`src/rtl/dm_access_ctrl.sv`:
```
// dm_access_ctrl: data-memory access sequencer for the DM stage.
//   Runs a req/ack handshake to a variable-latency data memory. Loads stall
//   the pipeline until DMdone; stores are posted through a single-entry write
//   buffer and only stall (st_full) when a second store meets a pending one.
//   A pending store always completes before a load is issued.
//
// Optional feature: DM_TIMEOUT_EN bounds every memory wait to TIMEOUT_CYCLES
//   cycles; a timed-out access sets the sticky dm_err flag. A timed-out load
//   returns ld_data=0 with DMdone=1, and a timed-out store is dropped.
//   Without the macro the wait is unbounded and dm_err is constant 0.
//
// Ports:
//   clk, rst_n            clock, async active-low reset
//   is_Ld, is_St, stop    DM-stage instruction type and global freeze
//   alu_addr, st_data     effective address / store data
//   DMdone, ld_data       load complete strobe (held while stop=1) and result
//   st_full               combinational: store present while buffer occupied
//   mem_req, mem_we,      registered memory request
//   mem_addr, mem_wdata
//   mem_rdata, mem_ack    memory response; ack ignored while mem_req=0
//   dm_err                sticky timeout flag
module dm_access_ctrl #(
  parameter int AW             = 32,
  parameter int DW             = 32,
  parameter int TIMEOUT_CYCLES = 255
) (
  input  logic          clk,
  input  logic          rst_n,
  input  logic          is_Ld,
  input  logic          is_St,
  input  logic          stop,
  input  logic [AW-1:0] alu_addr,
  input  logic [DW-1:0] st_data,
  output logic          DMdone,
  output logic [DW-1:0] ld_data,
  output logic          st_full,
  output logic          mem_req,
  output logic          mem_we,
  output logic [AW-1:0] mem_addr,
  output logic [DW-1:0] mem_wdata,
  input  logic [DW-1:0] mem_rdata,
  input  logic          mem_ack,
  output logic          dm_err
);

  typedef enum logic [1:0] {IDLE, ST_WAIT, LD_WAIT, LD_DONE} state_t;

  // Registered memory request. While a store is buffered, addr/wdata are the
  // write buffer contents; wb_valid marks them as an outstanding store.
  typedef struct packed {
    logic          req;
    logic          we;
    logic [AW-1:0] addr;
    logic [DW-1:0] wdata;
  } mreq_t;

  state_t        state, state_n;
  mreq_t         mreq, mreq_n;
  logic          wb_valid, wb_valid_n;
  logic          done_n;
  logic [DW-1:0] ld_data_n;

`ifdef DM_TIMEOUT_EN
  localparam int CLW = $clog2(TIMEOUT_CYCLES + 1);
  localparam int CW  = (CLW > 8) ? CLW : 8;
  localparam logic [CW-1:0] TO_MAX = CW'(TIMEOUT_CYCLES);

  logic [CW-1:0] cnt, cnt_n, cnt_inc;
  logic          err_q, err_n;
  logic          timeout;

  // Counter holds the number of completed un-acked wait cycles; the access
  // is abandoned at the edge that would make it TIMEOUT_CYCLES.
  assign cnt_inc = cnt + 1'b1;
  assign timeout = (cnt_inc == TO_MAX);
  assign dm_err  = err_q;
`else
  // Constant 0 for any legal TIMEOUT_CYCLES.
  assign dm_err  = (TIMEOUT_CYCLES < 0);
`endif

  assign st_full   = is_St & wb_valid;
  assign mem_req   = mreq.req;
  assign mem_we    = mreq.we;
  assign mem_addr  = mreq.addr;
  assign mem_wdata = mreq.wdata;

  always_comb begin
    state_n    = state;
    mreq_n     = mreq;
    wb_valid_n = wb_valid;
    done_n     = DMdone;
    ld_data_n  = ld_data;
`ifdef DM_TIMEOUT_EN
    cnt_n      = cnt;
    err_n      = err_q;
`endif
    case (state)
      IDLE: begin
        // Load wins over a simultaneous store (illegal encoding).
        if (is_Ld && !wb_valid) begin
          state_n     = LD_WAIT;
          mreq_n.req  = 1'b1;
          mreq_n.we   = 1'b0;
          mreq_n.addr = alu_addr;
`ifdef DM_TIMEOUT_EN
          cnt_n       = '0;
`endif
        end else if (is_St && !stop && !wb_valid) begin
          state_n      = ST_WAIT;
          wb_valid_n   = 1'b1;
          mreq_n.req   = 1'b1;
          mreq_n.we    = 1'b1;
          mreq_n.addr  = alu_addr;
          mreq_n.wdata = st_data;
`ifdef DM_TIMEOUT_EN
          cnt_n        = '0;
`endif
        end
      end
      ST_WAIT: begin
        if (mem_ack) begin
          wb_valid_n = 1'b0;
          if (is_Ld) begin
            // Chain straight into the read; mem_req never drops.
            state_n     = LD_WAIT;
            mreq_n.we   = 1'b0;
            mreq_n.addr = alu_addr;
`ifdef DM_TIMEOUT_EN
            cnt_n       = '0;
`endif
          end else begin
            state_n    = IDLE;
            mreq_n.req = 1'b0;
          end
        end
`ifdef DM_TIMEOUT_EN
        else if (timeout) begin
          state_n    = IDLE;
          wb_valid_n = 1'b0;
          mreq_n.req = 1'b0;
          err_n      = 1'b1;
        end else begin
          cnt_n = cnt_inc;
        end
`endif
      end
      LD_WAIT: begin
        if (mem_ack) begin
          state_n    = LD_DONE;
          mreq_n.req = 1'b0;
          done_n     = 1'b1;
          ld_data_n  = mem_rdata;
        end
`ifdef DM_TIMEOUT_EN
        else if (timeout) begin
          state_n    = LD_DONE;
          mreq_n.req = 1'b0;
          done_n     = 1'b1;
          ld_data_n  = '0;
          err_n      = 1'b1;
        end else begin
          cnt_n = cnt_inc;
        end
`endif
      end
      LD_DONE: begin
        // Hold the result until the load actually leaves the stage.
        if (!stop) begin
          state_n = IDLE;
          done_n  = 1'b0;
        end
      end
      default: state_n = IDLE;
    endcase
  end

  always_ff @(posedge clk or negedge rst_n) begin
    if (!rst_n) begin
      state    <= IDLE;
      mreq     <= '0;
      wb_valid <= 1'b0;
      DMdone   <= 1'b0;
      ld_data  <= '0;
    end else begin
      state    <= state_n;
      mreq     <= mreq_n;
      wb_valid <= wb_valid_n;
      DMdone   <= done_n;
      ld_data  <= ld_data_n;
    end
  end

`ifdef DM_TIMEOUT_EN
  always_ff @(posedge clk or negedge rst_n) begin
    if (!rst_n) begin
      cnt   <= '0;
      err_q <= 1'b0;
    end else begin
      cnt   <= cnt_n;
      err_q <= err_n;
    end
  end
`endif

endmodule
```
`config.mk`:
```
export PLATFORM = sky130hd
export DESIGN_NAME = dm_access_ctrl
export DESIGN_NICKNAME = d
export VERILOG_FILES = /design/src/rtl/dm_access_ctrl.sv
export SDC_FILE = /design/constraint.sdc
export NUM_CORES = 1
export LEC_CHECK = 0
export ABC_CLOCK_PERIOD_IN_PS = 3500
export CORE_MARGIN = 2
export CORE_UTILIZATION = 44
export DETAILED_ROUTE_END_ITERATION = 8
export GPL_ROUTABILITY_DRIVEN = 0
export PLACE_DENSITY = 0.92
export RECOVER_POWER = 100
export SLEW_MARGIN = 20
export SYNTH_ARGS = -nofsm -noshare
export SYNTH_HDL_FRONTEND = slang
export SYNTH_SLANG_ARGS = --single-unit
export TNS_END_PERCENT = 20
```
`constraint.sdc`:
```
create_clock -name clk -period 3.5 [get_ports clk]
set_input_delay 0.525 -clock clk [delete_from_list [all_inputs] [get_ports clk]]
set_output_delay 0.525 -clock clk [all_outputs]
set_load 0.02 [all_outputs]
```
==> reports/qor.txt, run 1 <==
Status -> finished with violations
Failing checks -> max-capacitance violations, max-slew violations
DP Cell Count -> 651
RR Endpoint -> ld_data[1]
R2r startpoint -> state[0]
Power after layout -> 5760 µW
Critical setup path kind -> reg2reg
CTS clk-pin slew, worst paths -> 0.09 ns
DR top layer -> met4
Startpoint types -> flip-flop
Rows -> 36
Avg Vias per Cell -> 4.79
Total power per unit cell area -> 878 nW/µm²
FF+latch count, synth -> 102
DRC -> 0
Clk sink count -> 102
Post-Syn Nets -> 437
Post-CTS sizing -> 0
Port Buffers -> 201
Post-Syn Area -> 4320 µm²
Final hold slack -> 0.483 ns
Dominant synthesized flop cell -> dfrtp_1
Sequential share of the synthesized area -> 0.590
Yosys warns -> 0
I/O pins -> 203
Met3 wire length -> 792 µm
Synth async-reset ratio -> 1.00
Layout cells sized above 1 -> 0.174
CTS tree -> done
First-pass GRT wire length -> 15.5 mm
Area growth syn-to-layout -> 51.7%
Req. time, crit path -> 3.73 ns
GRT overflow -> 0
Skew final -> 0.00952 ns
Routed via count -> 3,198
Routed WL -> 10.2 mm
Post-CTS setup buffers -> 0
Rel. slew slack -> -0.188
Layout Nets -> 637
Die Y -> 103 µm
Crit path arrival time -> 2.91 ns
Worst VDD drop -> 0.396 mV
Worst-skew pair later-pin latency -> 0.36 ns
Max Cap Viol -> 2
Hold path start -> mem_addr[10]
Final worst path period share -> 0.763
Slew Limit Fails -> 107
Drt first pass iters -> 5
Crit. End Element -> flip-flop
Post-detail-place hpwl -> 7.70 mm
Critical Path Fanout Max -> 32
Gr usage total -> 0.188
Max Buffers Root-to-Sink -> 2
Wire per inst -> 15.3 µm
TritonCTS Buffers -> 9
Syn Inst Count -> 329
Setup TNS -> 0 ns
# hold bufs at CTS -> 0
RSZ-0062 raised after global routing -> false
Tmin final -> 2.67 ns
Root buffer cell -> clkbuf_8
Worst setup path startpoint -> state[0]
Antenna violations before repair -> 0
Core ar. -> 9640 µm²
Hold Crit Class -> reg2reg
Worst Tran Pin Value -> 1.78 ns
Starting Density -> 0.449
Initial drt markers -> 75
R2r setup slk -> 0.83 ns
Leak -> 0.00297 µW
Synth unique cells -> 32
Fmax -> 0.374 GHz
Antenna Nets Post-Route -> 0
Fin cells -> 667
Post-synth EDFFs -> 0
H-tree levels -> 3
Synthesized area per cell -> 13.1 µm²
Via count of the first global-routing pass -> 3,280
Largest net degree at the start of global routing -> 74
CP endpoint -> ld_data[1]
Worst-case reg-to-reg path depth -> 5
DIE WIDTH -> 103 µm
Wire length on met1 -> 3.85 mm
Final Hold Viols -> 0
Antenna Cells -> 0
Die area -> 10,600 µm²
Met2 WL -> 5.37 mm
Final setup fails -> 0
per-layer routing:
metal / vias to the layer above / GRT usage
met5: - / 0
met4: 0 / 0.0789
met3: 15 / 0.0495
met2: 133 / 0.332
met1: 1540 / 0.217
li1: 1510 / -
worst min path at each step:
| stage | slack (ns) | cells past startpoint | to |
|---|---|---|---|
| 6_report | 0.48 | 2 | mem_addr[10] |
| 5_1_grt | 0.52 | 2 | mem_addr[25] |
| 4_1_cts | 0.31 | 1 | ld_data[20] |
| 3_5_place_dp | 0.47 | 2 | mem_addr[20] |
| 3_3_place_gp | 0.46 | 2 | mem_addr[16] |
| 2_1_floorplan | 0.23 | 0 | DMdone |
worst max-delay path, stage by stage (launching register included):
cell and delay (ns):
dfrtp_1 0.41, inv_1 0.11, ha_1 0.27, nand2_1 0.07, clkbuf_1 1.23, mux2_2 0.45
sequential cells by signal, indices dropped and copies added, names as in the netlist:
name and flops:
state 2, ld_data 32, mem_req 1, mem_we 1, DMdone 1, wb_valid 1, mem_addr 32, mem_wdata 32
cell families after synthesis:
| family | count (synthesis) | share of synthesized area |
|---|---|---|
| AO/OA/AOI/OAI | 47 | 0.0987 |
| adder cells (fa/ha/maj) | 6 | 0.0174 |
| buffers and inverters | 58 | 0.0651 |
| AND/OR/NAND/NOR | 47 | 0.0512 |
| flip-flops | 102 | 0.590 |
| multiplexers | 68 | 0.177 |
| other | 1 | 0.000867 |
per-stage QoR:
step | setup slack (ns) | utilization | area, µm²
after floorplan | 1.67 | - | 4320
after global placement | 1.14 | 0.668 | 6440
after detailed placement | 1.05 | 0.668 | 6440
after CTS | 1.14 | 0.688 | 6640
after global routing | 0.622 | 0.681 | 6560
final | 0.829 | 0.681 | 6560
cell usage after synthesis (2+ instances only):
cell	n	area, µm²
o21ai_0	4	20.0
o31ai_1	15	113
mux2_1	3	33.8
inv_1	39	146
o31ai_2	17	213
a21oi_1	3	15.0
mux2i_1	2	20.0
dfrtp_1	102	2550
ha_1	6	75.1
buf_6	6	67.6
buf_2	11	55.1
nand2_1	37	139
mux2_2	63	709
nor2_1	2	7.51
o211ai_1	2	15.0
where the power goes:
group	leakage (µW)	switching, µW	total, µW	internal, µW
Sequential	0.00125	270	2010	1740
Clock	0.0000955	399	749	351
Combinational	0.00162	1610	3000	1390
placed cells by master (no fill, tap or decap), types with 2 or more instances in the layout:
cell and n:
a21oi_1 3, buf_4 3, clkbuf_1 5, clkbuf_8 10, clkdlybuf4s50_1 100, clkinvlp_4 2
dfrtp_1 102, dlygate4sd3_1 100, ha_1 6, inv_1 39, mux2_1 4, mux2_2 62
mux2i_1 2, nand2_1 37, nand2b_1 2, nor2_1 2, nor3b_1 2, o211ai_1 2
o21ai_0 5, o31ai_1 23, o31ai_2 9
layout make-up:
class / count / area, µm²
Fill cell: 745 / 3080
Sequential cell: 102 / 2550
Clock buffer: 11 / 141
Timing Repair Buffer: 208 / 2040
Clock inverter: 5 / 58.8
Inverter: 39 / 146
Tap cell: 133 / 166
Multi-Input combinational cell: 169 / 1450
Power figures use the tool's default switching activity.
==> run 2: changes to the inputs <==
--- a/config.mk
+++ b/config.mk
@@ -5,12 +5,12 @@
 export SDC_FILE = /design/constraint.sdc
 export NUM_CORES = 1
 export LEC_CHECK = 0
-export ABC_CLOCK_PERIOD_IN_PS = 3500
+export ABC_CLOCK_PERIOD_IN_PS = 2450
 export CORE_MARGIN = 2
-export CORE_UTILIZATION = 44
+export CORE_UTILIZATION = 37
 export DETAILED_ROUTE_END_ITERATION = 8
 export GPL_ROUTABILITY_DRIVEN = 0
-export PLACE_DENSITY = 0.92
+export PLACE_DENSITY = 0.83
 export RECOVER_POWER = 100
 export SLEW_MARGIN = 20
 export SYNTH_ARGS = -nofsm -noshare
==> constraint.sdc (replaced) <==
create_clock -name clk -period 2.45 [get_ports clk]
set_input_delay 0.3675 -clock clk [delete_from_list [all_inputs] [get_ports clk]]
set_output_delay 0.3675 -clock clk [all_outputs]
set_load 0.02 [all_outputs]
==> run 2 against run 1 <==
Net effect: die area rose by 18%; the flow now finishes without violations; combinational power increased by 44%; critical path type unchanged; non-clock buffer count is 1 higher; power rose by 49%; worst setup slack worse by 0.53 ns.
==> reports/qor.txt, run 2 (synthesized netlist as in run 1, its figures left out) <==
RSZ-0062 raised after global routing -> false
Area growth syn-to-layout -> 54.9%
Most common cell after layout, fill and taps aside -> dfrtp_1
Port Buffers -> 201
Crit path cell chain -> inv_1 > ha_1 > nand2b_1 > o2111ai_4 > clkbuf_2 > nand2_1 > o31ai_2
Wire per inst -> 15.0 µm
Fillers -> 956
Drt first pass iters -> 4
Layout cells sized above 1 -> 0.178
Rows -> 39
Final Hold Viols -> 0
CP top delay family -> compound AO/OA/AOI/OAI gates
Max Cap Viol -> 0
Worst-skew pair later-pin latency -> 0.34 ns
Hold Crit Class -> in2async
CP max stage delay -> 0.55 ns
Routed WL -> 10.2 mm
Gr usage total -> 0.164
Crit path arrival time -> 2.40 ns
Starting Density -> 0.379
Final setup fails -> 0
Critical Path Fanout Max -> 17
Final Util -> 0.587
Routed via count -> 3,195
Final hold slack -> 0.173 ns
Fmax -> 0.465 GHz
Total power per unit cell area -> 1280 nW/µm²
Slew Limit Fails -> 0
First-pass GRT wire length -> 16.5 mm
Layout Nets -> 638
GRT overflow -> 0
Largest net degree at the start of global routing -> 55
Worst Tran Pin Value -> 1.16 ns
Antenna Cells -> 0
Die Y -> 112 µm
CTS tree -> done
Post-detail-place hpwl -> 7.81 mm
Via count of the first global-routing pass -> 3,353
Power after layout -> 8600 µW
Clk sink count -> 102
Post-CTS sizing -> 0
Req. time, crit path -> 2.70 ns
Core ar. -> 11,400 µm²
Final worst path period share -> 0.878
H-tree levels -> 3
WP buf/inv -> 2
DRC -> 0
I/O pins -> 203
Antenna Nets Post-Route -> 0
CTS clk-pin slew, worst paths -> 0.07 ns
Max Buffers Root-to-Sink -> 2
TritonCTS Buffers -> 9
Post-CTS setup buffers -> 0
Root buffer cell -> clkbuf_16
Die area -> 12,600 µm²
Crit-path slowest cell -> o2111ai_4
Most frequent cells in the layout -> dfrtp_1, clkdlybuf4s50_1, dlygate4sd3_1, mux2_2, inv_1
Initial drt markers -> 96
Antenna violations before repair -> 0
Tmin final -> 2.15 ns
Crit. End Element -> flip-flop
Status -> finished clean
Rel. slew slack -> 0.228
Leak -> 0.00304 µW
Critical setup path kind -> reg2reg
Worst VDD drop -> 0.856 mV
DIE WIDTH -> 112 µm
# hold bufs at CTS -> 0
Skew final -> 0.00660 ns
Startpoint types -> flip-flop
Setup TNS -> 0 ns
Avg Vias per Cell -> 4.71
run 2: cell types whose count changed in the layout (fill, tap and decap cells not counted), moves of 2 or more:
cell / before / now
clkbuf_1: 5 / 3
clkinvlp_4: 2 / 0
buf_4: 3 / 0
o31ai_2: 9 / 6
clkbuf_8: 10 / 4
clkbuf_16: 0 / 9
clkbuf_2: 1 / 3
o31ai_1: 23 / 26
buf_12: 0 / 2
run 2: final timing paths:
path	startpoint	endpoint	slack, ns	depth (start not counted)
worst max-delay path	state[1]	mem_addr[7]	0.30	7
worst min-delay path	rst_n	ld_data[11]	0.17	1
worst max register to register	state[1]	mem_addr[7]	0.30	7
worst min register to register	mem_addr[13]	mem_addr[13]	0.48	2
max in group asynchronous	rst_n	ld_data[17]	0.55	2
min in group clk	mem_addr[13]	mem_addr[13]	0.48	2
run 2: final cells by class:
type                    instances  area (µm²)  area share
multi-input cells             169        1450       0.216
repair buffers                209        2080       0.310
flip-flops and latches        102        2550       0.381
clock buffers                  14         284      0.0424
clock inverters                 2        13.8     0.00205
inverters                      39         146      0.0219
well taps                     143         179      0.0267
run 2: through the flow:
| step | instances | worst slack (ns) | area, µm² |
|---|---|---|---|
| floorplan | 329 | 0.618 | 4320 |
| global placement | 662 | 0.312 | 6510 |
| detailed placement | 662 | 0.244 | 6510 |
| CTS | 678 | 0.287 | 6800 |
| global route | 678 | 0.114 | 6700 |
| finish | 678 | 0.298 | 6700 |
run 2: power by group:
part | leakage [µW] | switching, µW | total, µW | internal (µW)
clock | 0.000149 | 590 | 1390 | 801
combinational | 0.00164 | 2270 | 4310 | 2040
sequential | 0.00125 | 402 | 2900 | 2500
run 2: metal layers:
metal,global-route usage,up-vias,part of all wire,wire length (µm)
li1,-,1513,-,-
met4,0.0756,0,0.026,267
met2,0.279,120,0.50,5070
met3,0.0427,19,0.066,668
met1,0.196,1543,0.41,4150
met5,0,-,0,0
==> run 3: changes to the inputs <==
--- a/config.mk
+++ b/config.mk
@@ -6,12 +6,12 @@
 export NUM_CORES = 1
 export LEC_CHECK = 0
 export ABC_CLOCK_PERIOD_IN_PS = 2450
-export CORE_MARGIN = 2
 export CORE_UTILIZATION = 37
 export DETAILED_ROUTE_END_ITERATION = 8
 export GPL_ROUTABILITY_DRIVEN = 0
 export PLACE_DENSITY = 0.83
 export RECOVER_POWER = 100
+export SKIP_CTS_REPAIR_TIMING = 1
 export SLEW_MARGIN = 20
 export SYNTH_ARGS = -nofsm -noshare
 export SYNTH_HDL_FRONTEND = slang
==> run 3 against run 2 <==
Net effect: maximum frequency is 0.26% higher; clock power is 10% higher; clock skew is 0.00078 ns higher; register-to-register slack hardly changed; sequential share of layout area is 0.18 points lower; first-iteration DRC count is 27% higher; critical path type unchanged; critical endpoint is now mem_wdata[15]; largest power group unchanged; highest routed layer unchanged.
==> reports/qor.txt, run 3 (synthesized netlist as in run 1, its figures left out) <==
Status -> finished clean
Core ar. -> 11,400 µm²
Internal power -> 5470 µW
I/O pins -> 203
Comb power frac -> 0.497
Final worst path period share -> 0.876
Avg Vias per Cell -> 4.68
Crit. End Element -> flip-flop
Layout cells sized above 1 -> 0.176
Power after layout -> 8790 µW
Wire per inst -> 15.3 µm
Critical setup path kind -> reg2reg
Die Y -> 110 µm
Worst Tran Pin Value -> 1.12 ns
WP buf/inv -> 2
Power share of the sequential group -> 0.329
Via count of the first global-routing pass -> 3,229
Worst-skew pair later-pin latency -> 0.34 ns
CP top delay family -> buffers and inverters
TritonCTS Buffers -> 9
Req. time, crit path -> 2.67 ns
Rel. slew slack -> 0.251
Layout Nets -> 638
Die area -> 12,100 µm²
Largest net degree at the start of global routing -> 45
Skew final -> 0.00738 ns
Post-detail-place hpwl -> 7.77 mm
Sw Share -> 0.378
Crit path cell chain -> inv_1 > ha_1 > nand2b_1 > nor3b_4 > clkbuf_4 > mux2_2
Fmax -> 0.466 GHz
RSZ-0062 raised after global routing -> false
Startpoint types -> flip-flop
Most common cell after layout, fill and taps aside -> dfrtp_1
Port Buffers -> 201
Setup TNS -> 0 ns
DIE WIDTH -> 110 µm
Max Cap Viol -> 0
Setup ws final -> 0.304 ns
GRT overflow -> 0
WP depth -> 6
RR Endpoint -> mem_wdata[15]
DRC -> 0
CTS clk-pin slew, worst paths -> 0.07 ns
Clock power share -> 0.174
CTS tree -> done
Initial drt markers -> 122
Gr usage total -> 0.173
Routed WL -> 10.4 mm
H-tree levels -> 3
Worst-case reg-to-reg path depth -> 6
Drt first pass iters -> 4
Critical Path Fanout Max -> 27
R2r startpoint -> state[0]
Slew Limit Fails -> 0
Tmin final -> 2.15 ns
Clk sink count -> 102
Hold Crit Class -> in2async
Final setup fails -> 0
Crit-path slowest cell -> dfrtp_1
Final hold slack -> 0.179 ns
Final Hold Viols -> 0
R2r setup slk -> 0.30 ns
Root buffer cell -> clkbuf_16
CP max stage delay -> 0.42 ns
Total power per unit cell area -> 1310 nW/µm²
Antenna Cells -> 0
Sw Pwr -> 3320 µW
Antenna violations before repair -> 0
Worst VDD drop -> 0.657 mV
Rows -> 39
Crit path arrival time -> 2.36 ns
Routed via count -> 3,166
Max Buffers Root-to-Sink -> 2
Leak -> 0.00304 µW
Starting Density -> 0.379
Worst slack, placed -> 0.296 ns
First-pass GRT wire length -> 16.1 mm
Most frequent cells in the layout -> dfrtp_1, clkdlybuf4s50_1, dlygate4sd3_1, mux2_2, inv_1
Area growth syn-to-layout -> 55.6%
Antenna Nets Post-Route -> 0
==> run 3: metal layers <==
layer,GRT usage,vias up,part of all wire
met4,0.0592,0,0.0087
met2,0.306,117,0.52
li1,-,1515,-
met1,0.208,1524,0.40
met5,0,-,0
met3,0.0359,10,0.075
==> run 3: layout make-up <==
cell class	count	area (µm²)
repair buffers	209	2090
flip-flops and latches	102	2550
well taps	143	179
clock buffers	9	225
fillers	951	4690
clock inverters	6	93.8
multi-input cells	169	1440
inverters	39	146
==> run 3: how the worst max path moves through the flow <==
stage                   from            end  slack [ns]
floorplan           state[0]  mem_wdata[10]        0.62
global placement       is_St       state[1]        0.35
detailed placement     is_St       state[1]        0.30
CTS                 state[1]   mem_addr[19]        0.34
global route        state[0]   mem_wdata[1]        0.15
finish              state[0]  mem_wdata[15]        0.30
==> run 3: metrics by stage <==
step	cell area, µm²	util	instances
final	6730	0.589	677
after global routing	6730	0.589	677
after CTS	6840	0.599	677
after detailed placement	6520	0.571	662
after global placement	6520	0.571	662
after floorplan	4320	-	329
==> run 3: power by group through the flow <==
stage,Sequential [µW],Combinational (µW),Clock [µW]
5_1_grt,3010,4710,1640
6_report,2900,4370,1530
4_1_cts,2950,4820,1570
3_5_place_dp,2970,4810,0
3_3_place_gp,2910,4690,0
2_1_floorplan,3870,1700,0
